## src/rtl/serial_sub.sv

```systemverilog
// Bit-serial subtractor: diff = a - b, one bit per clock, LSB first, computed as
// a + ~b + 1 through a single full-adder slice with a registered carry.
module serial_sub #(
  parameter int WIDTH = 4
) (
  input  logic             clk,
  input  logic             reset,
  input  logic             start,
  input  logic [WIDTH-1:0] a,
  input  logic [WIDTH-1:0] b,
  output logic             busy,
  output logic             done,
  output logic [WIDTH-1:0] diff,
  output logic             borrow_out,
  output logic             overflow
);

  localparam int CW = $clog2(WIDTH + 1);

  typedef enum logic [1:0] {
    S_IDLE = 2'd0,
    S_RUN  = 2'd1,
    S_DONE = 2'd2
  } state_t;

  state_t           r_state, w_state_nxt;
  logic [WIDTH-1:0] r_a, w_a_nxt;
  logic [WIDTH-1:0] r_b, w_b_nxt;
  logic [WIDTH-1:0] r_sh, w_sh_nxt;
  logic [WIDTH-1:0] r_diff, w_diff_nxt;
  logic [CW-1:0]    r_cnt, w_cnt_nxt;
  logic             r_carry, w_carry_nxt;
  logic             r_a_msb, w_a_msb_nxt;
  logic             r_b_msb, w_b_msb_nxt;
  logic             r_borrow, w_borrow_nxt;
  logic             r_ovf, w_ovf_nxt;
  logic             r_busy, w_busy_nxt;
  logic             r_done, w_done_nxt;

  logic             w_b_inv;
  logic             w_sum;
  logic             w_cout;
  logic             w_last;

  function automatic logic fa_sum(input logic x, input logic y, input logic ci);
    return x ^ y ^ ci;
  endfunction

  function automatic logic fa_carry(input logic x, input logic y, input logic ci);
    return (x & y) | (x & ci) | (y & ci);
  endfunction

  // Single adder slice working on the current LSBs of the operand shifters
  assign w_b_inv = ~r_b[0];
  assign w_sum   = fa_sum(r_a[0], w_b_inv, r_carry);
  assign w_cout  = fa_carry(r_a[0], w_b_inv, r_carry);
  assign w_last  = (r_cnt == CW'(WIDTH - 1));

  always_comb begin
    w_state_nxt  = r_state;
    w_a_nxt      = r_a;
    w_b_nxt      = r_b;
    w_sh_nxt     = r_sh;
    w_diff_nxt   = r_diff;
    w_cnt_nxt    = r_cnt;
    w_carry_nxt  = r_carry;
    w_a_msb_nxt  = r_a_msb;
    w_b_msb_nxt  = r_b_msb;
    w_borrow_nxt = r_borrow;
    w_ovf_nxt    = r_ovf;
    w_busy_nxt   = r_busy;
    w_done_nxt   = 1'b0;

    case (r_state)
      S_IDLE: begin
        if (start) begin
          w_a_nxt     = a;
          w_b_nxt     = b;
          w_sh_nxt    = '0;
          w_carry_nxt = 1'b1;
          w_cnt_nxt   = '0;
          w_a_msb_nxt = a[WIDTH-1];
          w_b_msb_nxt = b[WIDTH-1];
          w_busy_nxt  = 1'b1;
          w_state_nxt = S_RUN;
        end
      end
      S_RUN: begin
        w_a_nxt     = r_a >> 1;
        w_b_nxt     = r_b >> 1;
        w_carry_nxt = w_cout;
        w_sh_nxt    = {w_sum, r_sh[WIDTH-1:1]};
        w_cnt_nxt   = r_cnt + CW'(1);
        // Result registers only update on the final bit, so diff/flags stay stable during RUN
        if (w_last) begin
          w_diff_nxt   = {w_sum, r_sh[WIDTH-1:1]};
          w_borrow_nxt = ~w_cout;
          w_ovf_nxt    = (r_a_msb != r_b_msb) && (w_sum != r_a_msb);
          w_busy_nxt   = 1'b0;
          w_done_nxt   = 1'b1;
          w_state_nxt  = S_DONE;
        end
      end
      S_DONE: begin
        w_state_nxt = S_IDLE;
      end
      default: begin
        w_state_nxt = S_IDLE;
        w_busy_nxt  = 1'b0;
      end
    endcase
  end

  always_ff @(posedge clk) begin
    if (reset) begin
      r_state  <= S_IDLE;
      r_a      <= '0;
      r_b      <= '0;
      r_sh     <= '0;
      r_diff   <= '0;
      r_cnt    <= '0;
      r_carry  <= 1'b0;
      r_a_msb  <= 1'b0;
      r_b_msb  <= 1'b0;
      r_borrow <= 1'b0;
      r_ovf    <= 1'b0;
      r_busy   <= 1'b0;
      r_done   <= 1'b0;
    end else begin
      r_state  <= w_state_nxt;
      r_a      <= w_a_nxt;
      r_b      <= w_b_nxt;
      r_sh     <= w_sh_nxt;
      r_diff   <= w_diff_nxt;
      r_cnt    <= w_cnt_nxt;
      r_carry  <= w_carry_nxt;
      r_a_msb  <= w_a_msb_nxt;
      r_b_msb  <= w_b_msb_nxt;
      r_borrow <= w_borrow_nxt;
      r_ovf    <= w_ovf_nxt;
      r_busy   <= w_busy_nxt;
      r_done   <= w_done_nxt;
    end
  end

  assign busy       = r_busy;
  assign done       = r_done;
  assign diff       = r_diff;
  assign borrow_out = r_borrow;
  assign overflow   = r_ovf;

endmodule

```

## config.mk

```make
export PLATFORM = sky130hd
export DESIGN_NAME = serial_sub
export DESIGN_NICKNAME = d
export VERILOG_FILES = /design/src/rtl/serial_sub.sv
export SDC_FILE = /design/constraint.sdc
export NUM_CORES = 1
export LEC_CHECK = 0
export ABC_AREA = 1
export CORE_UTILIZATION = 35
export CTS_BUF_LIST = sky130_fd_sc_hd__clkbuf_8
export DETAILED_ROUTE_END_ITERATION = 12
export PLACE_DENSITY_LB_ADDON = 0.2
export SLEW_MARGIN = 20
export SYNTH_ARGS = -nofsm -noshare
export SYNTH_HDL_FRONTEND = slang
export SYNTH_SLANG_ARGS = --single-unit
```

## constraint.sdc

```tcl
create_clock -name clk -period 1.43 [get_ports clk]
set_input_delay 0.143 -clock clk [delete_from_list [all_inputs] [get_ports clk]]
set_output_delay 0.143 -clock clk [all_outputs]
set_load 0.01 [all_outputs]
```

==> results of run 1 <==
## what timing repair did
item / in CTS / in global routing
endpoints found under the setup margin: 0 / 1
setup buffers: 0 / 1
resized for setup: 0 / 7
hold endpoints to repair: 0 / 0
hold buffers: 0 / 0
## cell families (layout without fill, tap and decap cells)
kind of cell               count (synthesis)  after routing
and+or+nand+nor                           83             83
buffers and inverters                     36             58
DFF                                       27             27
AOI/OAI and AO/OA                         17             17
adders and majority gates                  3              3
## registers in the layout (all words and copies together), names as in the netlist, 2 cells and up
signal,cells
diff,4
r_a,4
r_b,4
r_cnt,3
r_sh,3
r_state,2
## per-stage QoR
stage / worst slack, ns / cell area [sq um] / hold WS, ns
2_1_floorplan: 0.1435 / 1197 / 0.2121
3_3_place_gp: 0.1020 / 1440 / 0.4433
3_5_place_dp: 0.08266 / 1440 / 0.4503
4_1_cts: 0.06538 / 1485 / 0.4694
5_1_grt: -0.02116 / 1508 / 0.4854
6_report: 0.07924 / 1508 / 0.4661
## cell usage in the layout, fill, tap and decap left out, drive strengths merged, types with 3 or more instances in the layout
cell / instances
nand3: 28
inv: 30
nor3: 6
nand2: 35
buf: 7
nor2: 13
a21oi: 13
clkbuf: 3
o21ai: 4
dfxtp: 27
clkdlybuf4s50: 18
## path summary, 6_finish.rpt
| kind | slack [ns] | to | cells after the start |
|---|---|---|---|
| max reg2reg | 0.08 | overflow | 7 |
| min reg2reg | 0.47 | diff[1] | 2 |
| min | 0.47 | diff[1] | 2 |
| max | 0.08 | overflow | 7 |
## layout make-up
class / instances / area [sq um] / area share, %
clock inverter: 1 / 3.754 / 0.2490
clock buffer: 3 / 41.29 / 2.739
tap: 44 / 55.05 / 3.651
inverter: 29 / 108.9 / 7.220
timing repair buffer: 25 / 245.2 / 16.27
multi-input combinational: 103 / 511.7 / 33.94
sequential: 27 / 541.8 / 35.93
## power groups by stage
stage          clock (mW)  combinational, mW  sequential, mW
2_1_floorplan           0              0.163           0.823
3_3_place_gp            0              0.229           0.828
3_5_place_dp            0              0.233           0.829
4_1_cts             0.442              0.235           0.812
5_1_grt             0.476              0.292           0.819
6_report            0.428              0.253           0.813
## per-layer routing
layer  vias to the layer above  part of all wire, %  global-route usage [%]
li1                        564                    -                       -
met1                       489                   51                   22.80
met2                        13                   45                   23.70
met3                         4                  3.0                   3.838
met4                         0                  1.1                   4.870
met5                         -                    0                       0
## worst min-delay path, cell delays in order (launching register included)
cell,delay (ns)
dfxtp_1,0.33
nand2_1,0.06
nand2_1,0.04
==> summary.txt, run 1 <==
Detailed routing
  – Final wirelength: 2522 microns
  – DRC viols: 0
  – DRT iter0 DRCs: 43
  – Vias/cell: 4.612
  – Vias: 1070
  – Remaining antenna violation count: 0
  – Pre-antenna DRT Iters: 4
  – WL/cell: 10.87 microns

Cells and area
  – Fillers: 347
  – Non-Filler Instances: 232
  – Share of layout cells above drive strength 1: 11.17%
  – Final net count: 203
  – Layout area overhead: 25.91%
  – Antenna Cells: 0
  – Final Util: 47.82%

Floorplan
  – Rows: 20
  – Die extent in y: 60.49 microns
  – Area of the die: 3659 sq um
  – Core area: 3153 sq um
  – Die Span X: 60.49 microns
  – Starting density of the core: 37.98%
  – I/O Pins: 19

Clock tree
  – CTS Root Buffer Type: clkbuf_8
  – Cts bufs inserted: 3
  – CTS H-tree lvls: 1
  – CTS tree: yes
  – Worst skew pair latency: 0.27 ns
  – Clock Pin Slew Worst Setup and Hold Paths: 0.09 ns
  – CTS Sinks: 27
  – Worst-case clock buffer depth: 2

Hold path
  – Worst hold start: r_sh[2]
  – Worst hold path class: reg -> reg

Global route
  – Largest net degree at the start of global routing: 16
  – Gr usage total: 15.93%
  – Grt ovf: 0
  – Vias in the first global route: 961
  – First-pass GRT wire length: 4319 microns
  – Initial antenna violation count: 0

Power and ir drop
  – Comb power frac: 16.9%
  – P_int: 1.101 mW
  – Overall power: 1.495 mW
  – Peak supply drop: 0.6511 mV
  – Power Density: 991.7 nW/um^2
  – Flop pwr share: 54.4%
  – P_leak: 0.6863 nW
  – Sw frac: 26.36%
  – Psw: 394.1 uW
  – Clk pwr share: 28.7%

Setup path
  – WP data arrival: 1.53 ns
  – Critical-path top delay cell: fa_1
  – Crit-path cells: inv_2 > fa_1 > inv_2 > nand3_2 > nand2_2 > nor2_1 > nor2_1
  – Crit-path max FO: 3
  – CP Data Required Time: 1.61 ns
  – Setup crit start: r_carry
  – Kind of start point of the critical path: flip-flop
  – Buffer and inverter count on the worst path: 2
  – RR Startpoint: r_carry
  – CP delay by family, top: adder cells
  – CP Capture Type: flip-flop
  – Worst stage delay on the critical path: 0.58 ns
  – Kind of critical path: reg -> reg

STA
  – Final setup viols: 0
  – Final slew viol count: 0
  – Clock skew: 0.002505 ns
  – Final hold vios: 0
  – Min cycle time layout: 1.351 ns
  – Final Cycle Share: 94.46%
  – FMAX: 740.3 MHz
  – Worst-margin pin slew: 0.2898 ns
  – Max transition margin: 80.61%
  – RSZ-0062 raised after global routing: yes
  – Setup total negative slack: 0 ns

Synth
  – Most common cell in the netlist: nand2_1
  – Top_reg_cell synth: dfxtp_1
  – EDFF count, synth: 0
  – Synthesized area per cell: 7.213 sq um
  – Ys async rst share: 0%
  – Largest family of logic cells by synthesized area: simple AND/OR/NAND/NOR gates
  – Synth Area in Adders: 3.762%
  – Xor and xnor area share after synthesis: 0%
  – Ys Warns: 0
  – Area fraction in and, or, nand and nor cells after synthesis: 30.72%
  – Post-synthesis mux area share: 0%
  – Yosys reg bits: 27
  – Distinct cells, synth: 18
  – Synth top area cells: dfxtp_1 (45%), nand3_1 (12%), nand2_1 (11%)
  – Synth area leader: dfxtp_1
  – Syn Nets: 180
  – Mapped Area: 1197 sq um
  – Top cells by count, synth: nand2_1 (34), nand3_1 (28), dfxtp_1 (27), inv_1 (27), a21oi_1 (13)
  – Synth Area in Compound Gates: 7.106%
  – Post-synthesis sequential area ratio: 45.14%
  – Area share of the largest cell type after synthesis: 45.14%
  – Post-Synthesis Cells: 166

Placed design
  – Port Buffer Count: 18
  – DP HPWL: 1852 microns
  – Inst Count DP: 227
  – RePlAce Congestion: 0.7735

Job
  – Max Cap Violations: 0

Outcome
  – Status: finished clean
Power figures use the tool's default switching activity.
==> inputs of run 2 (changes only) <==
CORE_UTILIZATION = 54   (was 35)
==> run 2 against run 1 <==
First-iteration DRC count down 42%. Critical path type unchanged. Flip-flop and latch count is the same. Clock-buffer cell count unchanged. Sequential power barely moved.
==> summary.txt, run 2 (synthesized netlist as in run 1, its figures left out) <==
Placed design
  – Area of placed instances: 1424 sq um
  – DP HPWL: 1736 microns
  – Port Buffer Count: 18
  – RePlAce Congestion: 0.8030
  – Inst Count DP: 209
  – Post-Place Worst Slack: 0.06336 ns

Global route
  – Largest net degree at the start of global routing: 21
  – Vias in the first global route: 993
  – Gr usage total: 22.16%
  – Initial antenna violation count: 0
  – Grt ovf: 0
  – First-pass GRT wire length: 4126 microns

Setup path
  – CP Data Required Time: 1.61 ns
  – Worst stage delay on the critical path: 0.60 ns
  – Kind of critical path: reg -> reg
  – Critical-path top delay cell: fa_1
  – Buffer and inverter count on the worst path: 2
  – CP Capture Type: flip-flop
  – Kind of start point of the critical path: flip-flop
  – Crit-path cells: inv_2 > fa_1 > inv_2 > nand3_2 > nand2_1 > nor2_1 > nor2_1
  – WP data arrival: 1.56 ns
  – Crit-path max FO: 3
  – CP delay by family, top: adder cells

Power and ir drop
  – P_leak: 0.6761 nW
  – Peak supply drop: 0.7595 mV
  – Overall power: 1.491 mW
  – Power Density: 1008 nW/um^2

Floorplan
  – Starting density of the core: 59.22%
  – Area of the die: 2410 sq um
  – Core area: 2022 sq um
  – Die extent in y: 49.09 microns
  – I/O Pins: 19
  – Die Span X: 49.09 microns
  – Rows: 16

Cells and area
  – Final Util: 73.14%
  – Most frequent cells in the layout: nand2_1 (34), nand3_1 (27), dfxtp_1 (26)
  – Design Area, Final: 1479 sq um
  – Non-Filler Instances: 213
  – Most common cell after layout, fill and taps aside: nand2_1
  – Share of layout cells above drive strength 1: 9.140%
  – Fillers: 162
  – Layout area overhead: 23.51%
  – Area of the multi-input gates: 503.0 sq um
  – Register area: 541.8 sq um
  – Antenna Cells: 0
  – Final net count: 201

Detailed routing
  – Vias: 1092
  – Final wirelength: 2543 microns
  – Remaining antenna violation count: 0
  – Pre-antenna DRT Iters: 4
  – DRT iter0 DRCs: 25
  – WL/cell: 11.94 microns
  – DRC viols: 0
  – Vias/cell: 5.127

STA
  – RSZ-0062 raised after global routing: no
  – Setup total negative slack: 0 ns
  – Min cycle time layout: 1.381 ns
  – Final slew viol count: 0
  – Final setup viols: 0
  – Worst-margin pin slew: 0.3087 ns
  – Final hold vios: 0
  – Min Hold Slack: 0.4672 ns
  – FMAX: 724.1 MHz
  – Max transition margin: 79.35%
  – Final Cycle Share: 96.58%
  – Clock skew: 0.004534 ns
  – Final worst slack: 0.04888 ns

Clock tree
  – CTS tree: yes
  – Clock Pin Slew Worst Setup and Hold Paths: 0.09 ns
  – CTS H-tree lvls: 1
  – CTS Root Buffer Type: clkbuf_8
  – Cts bufs inserted: 3
  – Worst-case clock buffer depth: 2
  – Worst skew pair latency: 0.27 ns
  – CTS Sinks: 27

Hold path
  – Worst hold path class: reg -> reg

Job
  – Max Cap Violations: 0

Outcome
  – Status: finished clean
==> run 2: layer usage <==
metal	global-route usage [%]	vias up	wire [microns]
met2	37.90	34	1201
met4	8.333	0	30
met5	0	-	0
li1	-	560	-
met1	27.59	492	1199
met3	3.738	6	112
==> run 2: path summary, 6_finish.rpt <==
| check | endpoint | startpoint | slack [ns] | cells after the start |
|---|---|---|---|---|
| worst max register to register | overflow | r_carry | 0.05 | 7 |
| worst min register to register | r_cnt[0] | r_cnt[0] | 0.47 | 1 |
| worst min-delay path | r_cnt[0] | r_cnt[0] | 0.47 | 1 |
| worst max-delay path | overflow | r_carry | 0.05 | 7 |
==> run 2: final cells by class <==
| type | count | share of cell area, % |
|---|---|---|
| clock buffer | 3 | 2.792 |
| clock inverter | 1 | 0.5076 |
| inverter | 29 | 7.360 |
| multi-input combinational | 103 | 34.01 |
| sequential | 27 | 36.63 |
| tap | 27 | 2.284 |
| timing repair buffer | 23 | 16.41 |
==> run 2: power breakdown <==
group	leakage [nW]	switching, mW	internal, mW
Combinational	0.433	0.140	0.107
Sequential	0.221	0.0212	0.791
Clock	0.0217	0.234	0.197
==> run 2: timing repair <==
action                                  CTS  global route
endpoints found under the setup margin    0             1
hold buffers                              0             0
endpoints found under the hold margin     0             0
gates resized for setup                   0             4
setup buffers                             0             0
